--- config.mk ---
export PLATFORM = sky130hd
export DESIGN_NAME = noc_arb_mux_flat
export DESIGN_NICKNAME = d
export VERILOG_FILES = /design/src/rtl/noc_arb_mux_if.sv /design/src/rtl/noc_arb_mux.sv /design/src/flat_wrapper.sv
export SDC_FILE = /design/constraint.sdc
export NUM_CORES = 1
export LEC_CHECK = 0
export ABC_AREA = 0
export CORE_UTILIZATION = 35
export DETAILED_ROUTE_END_ITERATION = 16
export PLACE_DENSITY_LB_ADDON = 0.05
export SLEW_MARGIN = 20
export SYNTH_ARGS = -nofsm -noshare
export SYNTH_HDL_FRONTEND = slang
export SYNTH_SLANG_ARGS = --single-unit
--- constraint.sdc ---
create_clock -name clk -period 4.63 [get_ports clk]
set_input_delay 1.1575 -clock clk [delete_from_list [all_inputs] [get_ports clk]]
set_output_delay 1.1575 -clock clk [all_outputs]
set_load 0.005 [all_outputs]
--- src/rtl/noc_arb_mux_if.sv ---
// Handshake bundle for noc_arb_mux: NUM_IN source channels in, one registered channel out.
// The arbiter takes the slave modport; the traffic source/sink takes master.
interface noc_arb_mux_if #(
   parameter int WIDTH  = 16,
   parameter int NUM_IN = 4,
   parameter int SEL_W  = $clog2(NUM_IN)
);
   logic [NUM_IN*WIDTH-1:0] in_data;
   logic [NUM_IN-1:0]       in_valid;
   logic [NUM_IN-1:0]       in_ready;
   logic [WIDTH-1:0]        out_data;
   logic                    out_valid;
   logic                    out_ready;
   logic [SEL_W-1:0]        out_src;

   modport slave (
      input  in_data, in_valid, out_ready,
      output in_ready, out_data, out_valid, out_src
   );

   modport master (
      output in_data, in_valid, out_ready,
      input  in_ready, out_data, out_valid, out_src
   );
endinterface

--- src/rtl/noc_arb_mux.sv ---
// N-input valid/ready arbitrating mux with round-robin or static source selection,
// feeding a single-entry output register with full back-pressure.
module noc_arb_mux #(
   parameter int WIDTH  = 16,
   parameter int NUM_IN = 4,
   parameter int SEL_W  = $clog2(NUM_IN)
) (
   input  logic             clk,
   input  logic             reset,
   noc_arb_mux_if.slave     bus,
   input  logic             cfg_mode,
   input  logic [SEL_W-1:0] cfg_sel
);

   logic [WIDTH-1:0]    r_out_data;
   logic [SEL_W-1:0]    r_out_src;
   logic                r_out_valid;
   logic [SEL_W-1:0]    r_ptr;

   logic                w_accept;
   logic                w_grant;
   logic                w_xfer;
   logic [SEL_W-1:0]    w_win;
   logic [SEL_W:0]      w_sum;
   logic [2*NUM_IN-1:0] w_req2;
   logic [NUM_IN-1:0]   w_rot;
   logic [WIDTH-1:0]    w_data;
   logic [NUM_IN-1:0]   w_in_ready;

   assign w_accept = !r_out_valid || bus.out_ready;
   assign w_req2   = {bus.in_valid, bus.in_valid};

   // Rotating the doubled request vector by ptr puts the scan start at bit 0.
   always_comb begin
      w_grant = 1'b0;
      w_win   = '0;
      w_sum   = '0;
      w_rot   = NUM_IN'(w_req2 >> r_ptr);
      if (cfg_mode) begin
         for (int unsigned i = 0; i < NUM_IN; i++) begin
            if (!w_grant && cfg_sel == SEL_W'(i) && bus.in_valid[i]) begin
               w_grant = 1'b1;
               w_win   = SEL_W'(i);
            end
         end
      end else begin
         for (int unsigned j = 0; j < NUM_IN; j++) begin
            if (!w_grant && w_rot[j]) begin
               w_grant = 1'b1;
               w_sum   = {1'b0, r_ptr} + (SEL_W+1)'(j);
               if (w_sum >= (SEL_W+1)'(NUM_IN))
                  w_sum = w_sum - (SEL_W+1)'(NUM_IN);
               w_win   = w_sum[SEL_W-1:0];
            end
         end
      end
   end

   assign w_xfer = w_accept && w_grant && !reset;

   always_comb begin
      w_data     = '0;
      w_in_ready = '0;
      for (int unsigned i = 0; i < NUM_IN; i++) begin
         if (w_win == SEL_W'(i)) begin
            w_data        = bus.in_data[i*WIDTH +: WIDTH];
            w_in_ready[i] = w_xfer;
         end
      end
   end

   always_ff @(posedge clk or posedge reset) begin
      if (reset) begin
         r_out_valid <= 1'b0;
         r_out_data  <= '0;
         r_out_src   <= '0;
         r_ptr       <= '0;
      end else if (w_xfer) begin
         r_out_valid <= 1'b1;
         r_out_data  <= w_data;
         r_out_src   <= w_win;
         if (!cfg_mode)
            r_ptr <= (w_win == SEL_W'(NUM_IN-1)) ? '0 : w_win + SEL_W'(1);
      end else if (bus.out_ready) begin
         r_out_valid <= 1'b0;
      end
   end

   assign bus.in_ready  = w_in_ready;
   assign bus.out_data  = r_out_data;
   assign bus.out_valid = r_out_valid;
   assign bus.out_src   = r_out_src;

endmodule

--- src/flat_wrapper.sv ---
// flat-port wrapper written by rule: the top's interface ports become plain ports
module noc_arb_mux_flat 
#(
   parameter int WIDTH  = 16,
   parameter int NUM_IN = 4,
   parameter int SEL_W  = $clog2(NUM_IN)
)
  (clk, reset, cfg_mode, cfg_sel, bus_in_data, bus_in_valid, bus_out_ready, bus_in_ready, bus_out_data, bus_out_valid, bus_out_src);
  noc_arb_mux_if #(.WIDTH(WIDTH), .NUM_IN(NUM_IN), .SEL_W(SEL_W)) bus_i ();
  input  logic clk;
  input  logic reset;
  input  logic cfg_mode;
  input  logic [SEL_W-1:0] cfg_sel;
  input wire logic [$bits(bus_i.in_data)-1:0] bus_in_data;
  input wire logic [$bits(bus_i.in_valid)-1:0] bus_in_valid;
  input wire logic [$bits(bus_i.out_ready)-1:0] bus_out_ready;
  output wire logic [$bits(bus_i.in_ready)-1:0] bus_in_ready;
  output wire logic [$bits(bus_i.out_data)-1:0] bus_out_data;
  output wire logic [$bits(bus_i.out_valid)-1:0] bus_out_valid;
  output wire logic [$bits(bus_i.out_src)-1:0] bus_out_src;
  assign bus_i.in_data = bus_in_data;
  assign bus_i.in_valid = bus_in_valid;
  assign bus_i.out_ready = bus_out_ready;
  assign bus_in_ready = bus_i.in_ready;
  assign bus_out_data = bus_i.out_data;
  assign bus_out_valid = bus_i.out_valid;
  assign bus_out_src = bus_i.out_src;
  noc_arb_mux #(.WIDTH(WIDTH), .NUM_IN(NUM_IN), .SEL_W(SEL_W)) u_core (.clk(clk), .reset(reset), .bus(bus_i), .cfg_mode(cfg_mode), .cfg_sel(cfg_sel));
endmodule
* Word-level counts from Yosys, hierarchy flattened *
Index checks and enable logic that the tools add are counted.

storage, ports and cells
  register bits = 21
  output and inout port bits = 23
  word-level logic and storage cells = 87
  input port bits = 74

cells by class
  eq/ne operators = 6
  bitwise gates (word level) = 1
  mux-type cells = 38
  add/subtract/negate cells = 8
  $lt $le $gt $ge = 4
  shifts and indexed selects = 1
  reduce and logical (&&, ||, !) cells = 25

operators with widths
  cell                                                                   number
  16-bit 2-to-1 mux                                                      4
  2-bit 2-to-1 mux                                                       12
  1-bit 2-to-1 mux                                                       22
  1-bit logical AND                                                      12
  3-bit >= comparator, second input constant                             3
  2-bit == test, second input constant                                   4
  1-bit zero test                                                        8
  8-bit by 2-bit right shift with 4-bit output                           1
  2-bit by 1-bit subtractor with 2-bit output, second input constant     4
  2-bit by 2-bit adder with 3-bit output, second input constant          2
  2-bit by 1-bit == test with 1-bit output, second input constant        2
  2-bit zero test                                                        2
  2-bit by 1-bit adder with 3-bit output, second input constant          1
  2-bit by 3-bit >= comparator with 1-bit output, second input constant  1
  2-bit by 1-bit adder with 2-bit output, second input constant          1
  2-bit AND reduction                                                    1
  2-bit nonzero test                                                     1
  1-bit logical OR                                                       1
  1-bit inverter                                                         1

* Logic depth before layout (Yosys ltp) *
  depth after elaboration = 24
  depth in mapped cells = 12
  mapped depth without buffers = 9

* Worst setup path after synthesis *
OpenSTA, ideal clock, no wires.

  path type = input to output
  start = input bus_in_valid[2]
  end = output bus_in_ready[2]
  buffers on the path = 3
  path slack = 0.403 ns
  stages on the path = 10
  arrival time = 3.070 ns
  required time = 3.473 ns
  cells stage by stage = buf_6 -> mux2_2 -> a221oi_1 -> nor2_1 -> or2_2 -> ha_1 -> clkbuf_1 -> clkinv_1 -> clkbuf_1 -> nor2_1

between the ends
  cells in the longest elaborated chain, start to end = 18
  elaborated cells between the ends (all ways) = 33
  those cells by class = 1 x eq/ne; 1 x shift; 19 x mux; 12 x reduce/logical

RTL lines
  item                                          RTL line            RTL
  start, declared                               flat_wrapper.sv:15  input wire logic [$bits(bus_i.in_valid)-1:0] bus_in_valid;
  8-bit by 2-bit right shift with 4-bit output  noc_arb_mux.sv:38   w_rot = NUM_IN'(w_req2 >> r_ptr);
  1-bit 2-to-1 mux                              noc_arb_mux.sv:48   if (!w_grant && w_rot[j]) begin
  1-bit 2-to-1 mux                              noc_arb_mux.sv:39   if (cfg_mode) begin
  1-bit zero test                               noc_arb_mux.sv:48
  1-bit logical AND                             noc_arb_mux.sv:48
  1-bit 2-to-1 mux                              noc_arb_mux.sv:48
  1-bit 2-to-1 mux                              noc_arb_mux.sv:39
  1-bit zero test                               noc_arb_mux.sv:48
  1-bit logical AND                             noc_arb_mux.sv:48
  1-bit 2-to-1 mux                              noc_arb_mux.sv:48
  1-bit 2-to-1 mux                              noc_arb_mux.sv:39
  1-bit zero test                               noc_arb_mux.sv:48
  1-bit logical AND                             noc_arb_mux.sv:48
  1-bit 2-to-1 mux                              noc_arb_mux.sv:48
  1-bit 2-to-1 mux                              noc_arb_mux.sv:39
  1-bit logical AND (2 in a row)                noc_arb_mux.sv:59   assign w_xfer = w_accept && w_grant && !reset;
  1-bit 2-to-1 mux *                            noc_arb_mux.sv:65   if (w_win == SEL_W'(i)) begin
  end, declared                                 flat_wrapper.sv:17  output wire logic [$bits(bus_i.in_ready)-1:0] bus_in_ready;

Mark *: on every way between the ends. The rest lies on a longest branch, timed or not. The select of a mux whose other input is x is not followed.

* Worst setup path after layout *
  start = input cfg_mode
  end = output bus_in_ready[2]

between the ends
  cells in the longest elaborated chain, start to end = 4
  elaborated cells between the ends (all ways) = 6
  those cells by class = 1 x eq/ne; 3 x mux; 2 x reduce/logical

RTL lines
  item                            RTL line            RTL
  start, declared                 flat_wrapper.sv:12  input logic cfg_mode;
  1-bit 2-to-1 mux                noc_arb_mux.sv:39
  1-bit logical AND (2 in a row)  noc_arb_mux.sv:59
  1-bit 2-to-1 mux *              noc_arb_mux.sv:65

Mark *: on every way between the ends. The rest lies on a longest branch, timed or not.

==> impl_metrics.tcl <==
set metrics [dict create \
    ys_top_cells_by_area "dfrtp_1 32%, mux2_4 9.2%, a221oi_1 9.2%" \
    clk-insertion-delay-late_ps 260 \
    worst-path-buf-inv 3 \
    area_growth_pct 69.15 \
    grt_max_degree 32 \
    min_to "u_core.bus.out_data[10]" \
    layout_min_cycle_time_ps 4424 \
    synthXorXnorAreaFrac_pct 0 \
    ys_ff_latch 21 \
    synth_top_family_by_area "compound AO/OA/AOI/OAI gates" \
    core_um2 4414 \
    worstMarginPinSlew_ps 1093 \
    final_cell_area_um2 2751 \
    hold_violations 0 \
    clock-sinks 21 \
    async_flop_share_pct 100.0 \
    cts_tree "built" \
    leakagePower_nw 1.157 \
    ys.flop_type "dfrtp_1" \
    synth.most_common_cell "nand2_1" \
    hold_class "reg2reg" \
    grt_pass1_vias 1719 \
    path_max_fanout 6 \
    synth_commonest_cells "24 x nand2_1, 23 x nor2_1, 21 x dfrtp_1" \
    drv_slew 0 \
    r2r_start "u_core.r_ptr[1]" \
    initial_core_util_pct 36.85 \
    drc 0 \
    die_area_um2 4924 \
    yosys.cell_types.count 33 \
    critPathKind "in2out" \
    whs_path_depth 1 \
    grt_util_all_layers_pct 20.31 \
    htreeDepth 1 \
    worstSetupStartpointType "input pin" \
    min-delay-start "u_core.bus.out_data[10]" \
    path_cells "clkdlybuf4s50_1 -> nand2_1 -> o21ai_0 -> a21oi_1 -> or2_2 -> ha_1 -> clkinv_1 -> nor2_1 -> clkdlybuf4s50_1" \
    vias_per_cell 5.163 \
    fin_nets 358 \
    regArea_um2 525.5 \
    ir_drop_v 0.0002300 \
    fillerInstances 401 \
    root_buffer "clkbuf_8" \
    drive_gt1_share_pct 14.70 \
    cts_buffers 3 \
    routabilityCongestion 0.8009 \
    dpl.cell_count 327 \
    yosysTopAreaCell "dfrtp_1" \
    max-slew-margin-rel_pct 26.99 \
    rsz0062_at_grt "false" \
    antenna_found_initial 0 \
    r2r-end "u_core.bus.out_data[1]" \
    reg2regPathDepth 12 \
    cts_buffer_depth 2 \
    dr.first_iter.drc_count 66 \
    power_mw 1.035 \
    setup_viol 0 \
    hpwl_um 3621 \
    ant_nets 0 \
    routedWlPerCell_um 14.36 \
    syn_area_um2 1627 \
    wl_um 4753 \
    grt-ovfl-total 0 \
    vias 1709 \
    post_cts_buffers 0 \
    crit_family "buffers and inverters" \
    die_width_um 70.17 \
    cp_common_cell "clkdlybuf4s50_1" \
    max_cap_viol_count 0 \
    synth_nets 256 \
    grt_first_pass_wirelength_um 8045 \
    crit_required_ps 3470 \
    io-pin-count 97 \
    endpoint_kind "primary output" \
    slowest_stage "clkdlybuf4s50_1" \
    status "finished clean" \
    antenna_cells 0 \
    synth_simple_gate_area_share_pct 16.15 \
    arrival_ps 3270 \
    synth_adder_area_share_pct 3.077 \
    final_cells 331 \
    cts.clk_slew.worst_paths_ps 70 \
    synthCells 178 \
    dr.pass1.iters 4 \
    power-per-cell-area_nw_per_um2 376.1 \
    fmax_mhz 226.0 \
    port-buffer-count 96 \
    rows 24 \
    synth_compound_area_share_pct 22.77 \
    fin_skew_ps 10.63 \
    r2r_slack_ps 1230 \
    fin_crit_sh_pct 95.55 \
    multiInputGateArea_um2 1003 \
    slowest_delay_ps 650 \
    syn_area_per_cell_um2 9.138 \
    synth_seq_area_share_pct 32.31 \
    fp.dieH_um 70.17 \
    synth_enable_flop_cells 0 \
    hold_slack_ps 496.6 \
    synth_top_area_share_pct 32.31 \
    dpl_cell_area_um2 2673 \
    synthMuxAreaShare_pct 18.15 \
    ys_warn_count 0 \
]
==> cell type report <==
class,instances,share of cell area (%)
clock inverter,1,0.1819
multi-input combinational,135,36.47
tap,52,2.365
inverter,8,1.091
sequential,21,19.10
clock buffer,3,1.501
timing repair buffer,111,39.29
==> metrics by stage <==
| stage | setup slack, ps | TNS (ps) | util (%) |
|---|---|---|---|
| 2_1_floorplan | 402.9 | 0 | - |
| 3_3_place_gp | -100.0 | -405.6 | 60.54 |
| 3_5_place_dp | -76.72 | -227.2 | 60.54 |
| 4_1_cts | 0.9226 | 0 | 61.73 |
| 5_1_grt | 109.4 | 0 | 62.33 |
| 6_report | 206.2 | 0 | 62.33 |
==> layout by cell type, fill, tap and decap left out, types with 2 or more instances in the layout <==
cell type        count
clkdlybuf4s50_1     93
nand2_1             24
nor2_1              23
dfrtp_1             21
a221oi_1            16
o31ai_1             16
buf_4               15
mux2_4              10
inv_1                7
mux2_2               7
o21ai_0              6
nor2b_1              5
ha_1                 4
a21oi_1              3
mux2_1               3
clkbuf_8             3
dlymetal6s2s_1       3
a22o_1               2
==> state kept, by name, indices dropped and copies added, names as in the netlist <==
register	cells
u_core.r_ptr	2
u_core.bus.out_src	2
u_core.bus.out_valid	1
u_core.bus.out_data	16
==> worst max-delay path by stage <==
stage	startpoint	endpoint	slack, ps	cells past startpoint
after floorplan	bus_in_valid[2]	bus_in_ready[2]	400	10
after global placement	bus_in_valid[2]	bus_in_ready[2]	-100	10
after detailed placement	bus_in_valid[2]	bus_in_ready[2]	-80	10
after CTS	bus_in_valid[2]	bus_in_ready[2]	0.9	10
after global routing	cfg_mode	bus_in_ready[0]	110	10
final	cfg_mode	bus_in_ready[2]	210	9
==> metal layers <==
metal	vias up	track usage (%)	part of all wire [%]
met3	6	4.762	5.3
met2	60	36.43	50
met4	0	4.667	1.2
met5	-	0	0
met1	789	24.41	43
li1	854	-	-
==> timing repair <==
action / 4_1_cts / 5_1_grt
gates resized for setup: 2 / 6
hold buffers: 0 / 0
endpoints found under the setup margin: 4 / 4
==> power by group <==
| group | switching, mW | internal (mW) | leakage [nW] |
|---|---|---|---|
| Combinational | 0.220 | 0.379 | 0.877 |
| Clock | 0.0614 | 0.0600 | 0.0255 |
| Sequential | 0.0510 | 0.264 | 0.255 |
| Total | 0.332 | 0.703 | 1.16 |
==> cells by family (layout without fill, tap and decap cells) <==
kind of cell,after synthesis,in the layout
AO/OA/AOI/OAI,49,49
buffers and inverters,22,123
multiplexers,22,22
AND/OR/NAND/NOR,60,60
flip-flops,21,21
adder cells (fa/ha/maj),4,4
(Power assumes the default switching activity.)
